### src/rtl/hilo_mdu_seq_if.sv
// hilo_mdu_seq_if: execute-stage <-> HI/LO multiply/divide sequencer bus.
// master = core side (issues ops, reads HI/LO), slave = sequencer side.
interface hilo_mdu_seq_if #(
  parameter int unsigned WIDTH = 32
);
  logic             issue_valid;
  logic [2:0]       issue_op;
  logic [WIDTH-1:0] rs_val;
  logic [WIDTH-1:0] rt_val;
  logic             rd_req;
  logic             issue_ready;
  logic             busy;
  logic             stall;
  logic             done;
  logic [WIDTH-1:0] hi;
  logic [WIDTH-1:0] lo;

  modport master (
    output issue_valid, issue_op, rs_val, rt_val, rd_req,
    input  issue_ready, busy, stall, done, hi, lo
  );

  modport slave (
    input  issue_valid, issue_op, rs_val, rt_val, rd_req,
    output issue_ready, busy, stall, done, hi, lo
  );
endinterface

### src/rtl/hilo_mdu_seq.sv
// hilo_mdu_seq: iterative MULT/MULTU/DIV/DIVU sequencer owning the HI/LO pair.
// Optional macro MDU_FAST_MUL_EN: multiplies complete in a single cycle via an
// array multiplier; divides stay iterative. Undefined: all mul/div iterate.
module hilo_mdu_seq #(
  parameter int unsigned WIDTH = 32
) (
  input logic            CLK,
  input logic            RST,
  hilo_mdu_seq_if.slave  bus
);
  localparam int unsigned W  = WIDTH;
  localparam int unsigned W2 = 2 * WIDTH;
  localparam int unsigned CW = $clog2(WIDTH);
  localparam logic [CW-1:0] LAST = CW'(WIDTH - 1);

  localparam logic [2:0] OP_MULT  = 3'd0;
  localparam logic [2:0] OP_MULTU = 3'd1;
  localparam logic [2:0] OP_DIV   = 3'd2;
  localparam logic [2:0] OP_DIVU  = 3'd3;
  localparam logic [2:0] OP_MTHI  = 3'd4;
  localparam logic [2:0] OP_MTLO  = 3'd5;

  typedef enum logic [1:0] {IDLE, CALC, FIX} state_e;

  state_e        state_q, state_d;
  logic [CW-1:0] count_q, count_d;
  logic [W2-1:0] acc_q, acc_d;      // mul: running product; div: {remainder, quotient/dividend}
  logic [W-1:0]  opd_q, opd_d;      // mul: multiplicand magnitude; div: divisor magnitude
  logic          is_div_q, is_div_d;
  logic          neg_quo_q, neg_quo_d;
  logic          neg_rem_q, neg_rem_d;
  logic [W-1:0]  hi_q, hi_d;
  logic [W-1:0]  lo_q, lo_d;
  logic          done_q, done_d;

  logic          sgn, a_neg, b_neg;
  logic [W-1:0]  abs_a, abs_b;
  logic [W:0]    mul_sum;
  logic [W:0]    div_shift;
  logic [W:0]    div_diff;
  logic          busy;

  // Operand conditioning at the issue port
  assign sgn   = (bus.issue_op == OP_MULT) || (bus.issue_op == OP_DIV);
  assign a_neg = sgn & bus.rs_val[W-1];
  assign b_neg = sgn & bus.rt_val[W-1];
  assign abs_a = a_neg ? -bus.rs_val : bus.rs_val;
  assign abs_b = b_neg ? -bus.rt_val : bus.rt_val;

`ifdef MDU_FAST_MUL_EN
  logic [W2-1:0] fast_a, fast_b, fast_prod;
  // Low 2W bits of the sign/zero-extended product give the exact signed/unsigned result
  assign fast_a    = {{W{a_neg}}, bus.rs_val};
  assign fast_b    = {{W{b_neg}}, bus.rt_val};
  assign fast_prod = fast_a * fast_b;
`endif

  // One iteration of shift-add multiply and restoring divide
  assign mul_sum   = {1'b0, acc_q[W2-1:W]} + {1'b0, (acc_q[0] ? opd_q : {W{1'b0}})};
  assign div_shift = {acc_q[W2-1:W], acc_q[W-1]};
  assign div_diff  = div_shift - {1'b0, opd_q};

  assign busy            = (state_q != IDLE);
  assign bus.busy        = busy;
  assign bus.issue_ready = (state_q == IDLE);
  assign bus.stall       = busy & (bus.rd_req | bus.issue_valid);
  assign bus.done        = done_q;
  assign bus.hi          = hi_q;
  assign bus.lo          = lo_q;

  // State and datapath registers
  always_ff @(posedge CLK) begin
    if (RST) begin
      state_q   <= IDLE;
      count_q   <= '0;
      acc_q     <= '0;
      opd_q     <= '0;
      is_div_q  <= 1'b0;
      neg_quo_q <= 1'b0;
      neg_rem_q <= 1'b0;
      hi_q      <= '0;
      lo_q      <= '0;
      done_q    <= 1'b0;
    end else begin
      state_q   <= state_d;
      count_q   <= count_d;
      acc_q     <= acc_d;
      opd_q     <= opd_d;
      is_div_q  <= is_div_d;
      neg_quo_q <= neg_quo_d;
      neg_rem_q <= neg_rem_d;
      hi_q      <= hi_d;
      lo_q      <= lo_d;
      done_q    <= done_d;
    end
  end

  // Next-state, iteration step, sign fix-up and HI/LO write-back
  always_comb begin
    state_d   = state_q;
    count_d   = count_q;
    acc_d     = acc_q;
    opd_d     = opd_q;
    is_div_d  = is_div_q;
    neg_quo_d = neg_quo_q;
    neg_rem_d = neg_rem_q;
    hi_d      = hi_q;
    lo_d      = lo_q;
    done_d    = 1'b0;

    case (state_q)
      IDLE: begin
        if (bus.issue_valid) begin
          case (bus.issue_op)
            OP_MTHI: hi_d = bus.rs_val;
            OP_MTLO: lo_d = bus.rs_val;
            OP_MULT, OP_MULTU: begin
`ifdef MDU_FAST_MUL_EN
              {hi_d, lo_d} = fast_prod;
              done_d       = 1'b1;
`else
              state_d   = CALC;
              count_d   = '0;
              is_div_d  = 1'b0;
              opd_d     = abs_a;
              acc_d     = {{W{1'b0}}, abs_b};
              neg_quo_d = a_neg ^ b_neg;
              neg_rem_d = a_neg;
`endif
            end
            OP_DIV, OP_DIVU: begin
              if (bus.rt_val == '0) begin
                done_d = 1'b1;
              end else begin
                state_d   = CALC;
                count_d   = '0;
                is_div_d  = 1'b1;
                opd_d     = abs_b;
                acc_d     = {{W{1'b0}}, abs_a};
                neg_quo_d = a_neg ^ b_neg;
                neg_rem_d = a_neg;
              end
            end
            default: ;
          endcase
        end
      end

      CALC: begin
        if (is_div_q) begin
          if (!div_diff[W]) acc_d = {div_diff[W-1:0], acc_q[W-2:0], 1'b1};
          else              acc_d = {div_shift[W-1:0], acc_q[W-2:0], 1'b0};
        end else begin
          acc_d = {mul_sum, acc_q[W-1:1]};
        end
        count_d = count_q + 1'b1;
        if (count_q == LAST) state_d = FIX;
      end

      FIX: begin
        if (is_div_q) begin
          lo_d = neg_quo_q ? -acc_q[W-1:0]  : acc_q[W-1:0];
          hi_d = neg_rem_q ? -acc_q[W2-1:W] : acc_q[W2-1:W];
        end else begin
          {hi_d, lo_d} = neg_quo_q ? -acc_q : acc_q;
        end
        count_d = '0;
        done_d  = 1'b1;
        state_d = IDLE;
      end

      default: state_d = IDLE;
    endcase
  end
endmodule

### src/flat_wrapper.sv
// flat-port wrapper written by rule: the top's interface ports become plain ports
module hilo_mdu_seq_flat 
#(
  parameter int unsigned WIDTH = 32
)
  (CLK, RST, bus_issue_valid, bus_issue_op, bus_rs_val, bus_rt_val, bus_rd_req, bus_issue_ready, bus_busy, bus_stall, bus_done, bus_hi, bus_lo);
  hilo_mdu_seq_if #(.WIDTH(WIDTH)) bus_i ();
  input logic CLK;
  input logic RST;
  input wire logic [$bits(bus_i.issue_valid)-1:0] bus_issue_valid;
  input wire logic [$bits(bus_i.issue_op)-1:0] bus_issue_op;
  input wire logic [$bits(bus_i.rs_val)-1:0] bus_rs_val;
  input wire logic [$bits(bus_i.rt_val)-1:0] bus_rt_val;
  input wire logic [$bits(bus_i.rd_req)-1:0] bus_rd_req;
  output wire logic [$bits(bus_i.issue_ready)-1:0] bus_issue_ready;
  output wire logic [$bits(bus_i.busy)-1:0] bus_busy;
  output wire logic [$bits(bus_i.stall)-1:0] bus_stall;
  output wire logic [$bits(bus_i.done)-1:0] bus_done;
  output wire logic [$bits(bus_i.hi)-1:0] bus_hi;
  output wire logic [$bits(bus_i.lo)-1:0] bus_lo;
  assign bus_i.issue_valid = bus_issue_valid;
  assign bus_i.issue_op = bus_issue_op;
  assign bus_i.rs_val = bus_rs_val;
  assign bus_i.rt_val = bus_rt_val;
  assign bus_i.rd_req = bus_rd_req;
  assign bus_issue_ready = bus_i.issue_ready;
  assign bus_busy = bus_i.busy;
  assign bus_stall = bus_i.stall;
  assign bus_done = bus_i.done;
  assign bus_hi = bus_i.hi;
  assign bus_lo = bus_i.lo;
  hilo_mdu_seq #(.WIDTH(WIDTH)) u_core (.CLK(CLK), .RST(RST), .bus(bus_i));
endmodule
### config.mk
export PLATFORM = sky130hd
export DESIGN_NAME = hilo_mdu_seq_flat
export DESIGN_NICKNAME = d
export VERILOG_FILES = /design/src/rtl/hilo_mdu_seq_if.sv /design/src/rtl/hilo_mdu_seq.sv /design/src/flat_wrapper.sv
export SDC_FILE = /design/constraint.sdc
export NUM_CORES = 1
export LEC_CHECK = 0
export CORE_UTILIZATION = 40
export DETAILED_ROUTE_END_ITERATION = 8
export GPL_ROUTABILITY_DRIVEN = 1
export HOLD_SLACK_MARGIN = 0.1
export PLACE_DENSITY = 0.64
export SYNTH_ARGS = -nofsm -noshare
export SYNTH_HDL_FRONTEND = slang
export SYNTH_SLANG_ARGS = --single-unit
### constraint.sdc
create_clock -name CLK -period 2.9 [get_ports CLK]
set_input_delay 0.435 -clock CLK [delete_from_list [all_inputs] [get_ports CLK]]
set_output_delay 0.435 -clock CLK [all_outputs]
set_load 0.01 [all_outputs]
* Word level (Yosys, flattened, before mapping)
Cells that the tools add are included.
** Cells by class
- Mux-type cells :: 41
- Add/sub/neg operators :: 8
- Equality and inequality tests :: 15
- Reductions and logical operators :: 17
- Bitwise operators :: 5
** Operators with widths (count)
- $mux W32 :: 12
- $mux W64 :: 5
- $pmux W64 S2 :: 2
- $pmux W32 S2 :: 3
- $neg A32 Y32 :: 4
- $neg A64 Y64 :: 1
- $add A32 B32 Y33 :: 1
- $sub A33 B32 Y33 :: 1
- $logic_not A32 Y1 :: 1
- $reduce_and A4 Y1 :: 4
- $pmux W5 S3 :: 1
- $mux W5 :: 2
- $pmux W5 S2 :: 1
- $pmux W1 S2 :: 4
- $pmux W2 S2 :: 2
- $reduce_bool A2 Y1 :: 4
- $eq A3 B2 Y1 const B :: 2
- $eq A3 B3 Y1 const B :: 2
- $mux W1 :: 6
- $mux W2 :: 3
- $ne A2 B1 Y1 const B :: 3
- $reduce_and A3 Y1 :: 2
- $add A5 B1 Y5 const B :: 1
- $eq A5 B5 Y1 const B :: 1
- 14 further kinds :: 18
** Word-level totals
- Register bits after elaboration :: 171
- Output and inout port bits :: 68

* Logic depth before layout (Yosys ltp)
- Word-level depth :: 8
- Depth in mapped cells :: 15
- Mapped depth without buffers :: 14

* Least setup slack after synthesis
OpenSTA, ideal clock, no wires.
- Path kind :: register to register
- Start point :: register u_core.acc_q[0]
- End point :: register u_core.acc_q[60]
- Cell stages (with the launch flop) :: 16
- Arrival time :: 3.074 ns
- Library setup time :: 0.127 ns
- Required time :: 2.773 ns
- Setup slack :: -0.301 ns
- Cells stage by stage :: dfxtp_1 -> inv_1 -> clkbuf_1 -> nor2_1 -> ha_1 -> clkbuf_1 -> o21a_1 -> o211ai_1 -> nor2_1 -> a211o_1 -> a311o_1 -> a31oi_1 -> o21ai_1 -> and4b_1 -> o31ai_1 -> nand3_1
** On the way
- Cells in the longest elaborated chain, start to end :: 4
** RTL lines
- from (decl) :: line hilo_mdu_seq.sv:27 : logic [W2-1:0] acc_q, acc_d;
- from (signal assigned) :: line hilo_mdu_seq.sv:76 : acc_q <= '0;
- from (signal assigned) :: line hilo_mdu_seq.sv:87 : acc_q <= acc_d;
- $mux W32 :: line hilo_mdu_seq.sv:59 : assign mul_sum = {1'b0, acc_q[W2-1:W]} + {1'b0, (acc_q[0] ? opd_q : {W{1'b0}})};
- $add A32 B32 Y33 :: line hilo_mdu_seq.sv:59
- $mux W64 :: line hilo_mdu_seq.sv:150 : if (is_div_q) begin
- $pmux W64 S2 :: line hilo_mdu_seq.sv:111 : case (state_q)
Every way passes these cells.
A chain may end at the register's enable or synchronous reset.

* Final worst setup path
- Start point :: register u_core.acc_q[0]
- End point :: register u_core.acc_q[62]
The elaborated chain is that of the path after synthesis.

==> run summary <==
status - finished with violations
failing checks - setup timing
via count - 17.27k
final worst-path cycle share - 109.9%
DRT iter0 DRCs - 1598
Post-Syn Area - 14460 sq um
Fmax - 0.3137 GHz
Synth Warn # - 0
R2R cell count - 14
Global Route Usage Sum - 32.91%
CP Cell Sequence - inv_2, buf_4, nor2_2, ha_4, a21oi_2, o211ai_1, a211o_1, a311o_1, a31oi_4, o21ai_4, buf_6, a31oi_1, a21boi_2, o211ai_1
Yosys reg bits - 171
Hold Slack - 0.4383 ns
crit path to - u_core.acc_q[62]
Post-synth ARST share - 0%
slowest cell delay on critical path - 0.44 ns
Port-buffer cells - 138
share of the synthesized area in the top cell type - 23.67%
Layout area overhead - 50.18%
Worst-Margin Slew - 1.118 ns
Cells after Synth - 1925
core area - 35570 sq um
Net Count, Synth - 2068
P_sw - 2.712 mW
syn avg cell area - 7.512 sq um
Max VDD drop - 452.1 uV
r2r startpoint - u_core.acc_q[0]
EDFF count, synth - 0
register area share after synthesis - 23.67%
Synth cell types - 87
worst-path fanout max - 5
CTS Hold Bufs - 0
commonest non-fill, non-tap cell in the layout - buf_4
CP bufs+invs - 3
Critical Path Stages - 14
R2R setup slack - -0.29 ns
Die X - 192.1 microns
Die Y-Extent - 192.1 microns
area of the die - 36910 sq um
vias in the first global route - 16.23k
Setup crit start - u_core.acc_q[0]
Post-Layout Inst Area - 21720 sq um
Worst EP arrival - 3.53 ns
Tmin final - 3.188 ns
maxcap violations - 0
worst setup margin - -0.2882 ns
CP endpoint kind - flop
crit path kind - flop to flop
sequential share of power - 33.4%
wire per inst - 21.35 microns
Sw Share - 35.47%
depth of the CTS H-tree - 4
Clock power frac - 31.2%
CTS tree - done
pins over their slew limit - 0
Setup Skew - 0.01642 ns
initial antenna violation count - 1
CP required - 3.24 ns
most frequent cells in the layout - buf_4, nor2_1, dfxtp_1, clkdlybuf4s50_1, a21oi_1
Clock Latency Late Sink - 0.46 ns
r2r endpoint - u_core.acc_q[62]
Max transition margin - 24.68%
Post-route DRC - 0
Placer Congestion - 0.9911
final hold vios - 0
post-DR vias/cell - 5.914
area leader, netlist - dfxtp_1
Crit path top cell by count - o211ai_1
drt first pass iters - 6
Reg clk slew, reported paths - 0.08 ns
Synth area leaders - dfxtp_1, nor2_1, xnor2_1
Hold Path Class - primary input to flop
NumNets Final - 2589
final setup fails - 51
Gate power share - 35.4%
slowest library cell on the worst path - a311o_1
CTS buffer count - 17
Rows - 69
fraction of layout cells with a size suffix above 1 - 30.78%
clock root buffer - clkbuf_16
RSZ-0062 raised after global routing - yes
crit path launch type - flop
CP delay by family, top - compound AO/OA/AOI/OAI gates
pwr/cell area - 352.0 nW/um^2
Lkg Pwr - 8.855 nW
grt ovf - 0
largest buffer count on any clock path - 2
top_reg_cell synth - dfxtp_1
IO Pins - 139
internal power - 4.932 mW
CTS sink count - 171
pin count of the biggest net entering global routing - 80
antenna violation net count after detailed routing - 0
HPWL after detailed placement - 47690 microns
first-pass GRT wire length - 92400 microns
Total Wirelength - 62360 microns
Initial Utilization - 40.65%
dpl cell area - 19580 sq um
==> power groups by stage <==
stage / registers (mW) / logic, mW / clock network (mW)
CTS: 2.54 / 2.48 / 2.38
global placement: 2.59 / 2.32 / 0
global route: 2.56 / 2.87 / 2.48
finish: 2.55 / 2.70 / 2.39
detailed placement: 2.59 / 2.34 / 0
floorplan: 2.59 / 1.18 / 0
==> Yosys cell counts (all sizes together), types with 27 or more instances <==
cell / count
buf: 35
nor2: 297
nand2: 125
nand2b: 37
mux2i: 61
xnor2: 104
a211oi: 117
o211ai: 29
xor2: 64
a21o: 32
a21oi: 132
ha: 70
clkbuf: 103
nand3: 28
nor3: 38
a2111oi: 27
o21ai: 113
inv: 59
dfxtp: 171
==> flip-flops by register name, indices dropped and copies added, names as in the netlist <==
signal / flops
u_core.neg_quo_q: 1
u_core.is_div_q: 1
u_core.count_q: 5
u_core.opd_q: 32
u_core.acc_q: 64
u_core.neg_rem_q: 1
u_core.bus.hi: 32
u_core.state_q: 2
u_core.bus.done: 1
u_core.bus.lo: 32
==> worst min-delay path by stage <==
stage                                 from               end  slack (ns)  depth (start not counted)
after floorplan           u_core.opd_q[30]  u_core.opd_q[30]        0.46                          2
after global placement    u_core.opd_q[30]  u_core.opd_q[30]        0.48                          2
after detailed placement  u_core.opd_q[30]  u_core.opd_q[30]        0.49                          2
after CTS                 u_core.bus.hi[7]  u_core.bus.hi[7]        0.50                          2
after global routing         bus_rs_val[0]  u_core.bus.hi[0]        0.43                          3
final                        bus_rs_val[0]  u_core.bus.hi[0]        0.44                          3
==> cells by family after synthesis <==
logic type      count (synthesis)  share of synthesized area (%)
compound gates                613                          28.87
xor+xnor                      168                          10.18
flops                         171                          23.67
buf+inv                       197                          5.590
simple gates                  636                          20.59
mux                            68                          4.768
fa+ha+maj                      72                          6.334
==> cell type report <==
class | count | area [sq um]
Clock inverter | 13 | 132.6
Multi-Input combinational cell | 1557 | 11420
Inverter | 59 | 226.5
Clock buffer | 19 | 442.9
Antenna cell | 1 | 2.502
Sequential cell | 171 | 3436
Fill cell | 3105 | 13850
Tap cell | 461 | 576.8
Timing Repair Buffer | 639 | 5479
Timing Repair inverter | 1 | 3.754
==> per-layer routing <==
| metal | vias to the layer above | global-route usage, % | wire [microns] |
|---|---|---|---|
| met5 | - | 0 | 0 |
| met4 | 0 | 12.72 | 2224 |
| met3 | 129 | 8.222 | 5814 |
| met2 | 765 | 51.44 | 28080 |
| met1 | 8298 | 43.17 | 26240 |
| li1 | 8082 | - | - |
==> metrics by stage <==
step / utilization (%) / TNS, ns / total power, mW / setup WS, ns / std cells
3_5_place_dp: 55.05 / -41.93 / 4.931 / -0.5688 / 2857
6_report: 61.05 / -7.477 / 7.644 / -0.2882 / 2921
5_1_grt: 61.05 / -12.73 / 7.905 / -0.4114 / 2920
3_3_place_gp: 55.05 / -37.57 / 4.911 / -0.5512 / 2857
2_1_floorplan: - / -0.009077 / 3.774 / -0.009077 / 1925
4_1_cts: 58.41 / -9.048 / 7.400 / -0.3307 / 2907
==> worst min-delay path, cell delays in order <==
cell and delay [ns]:
dlymetal6s2s_1 0.21, inv_1 0.14, a2111oi_2 0.07
==> repair_timing <==
action,in CTS,in global routing
gates resized for setup,117,194
setup buffers,18,16
endpoints found under the setup margin,62,110
gates cloned,2,1
pin swaps,65,107
(Power assumes the default switching activity.)
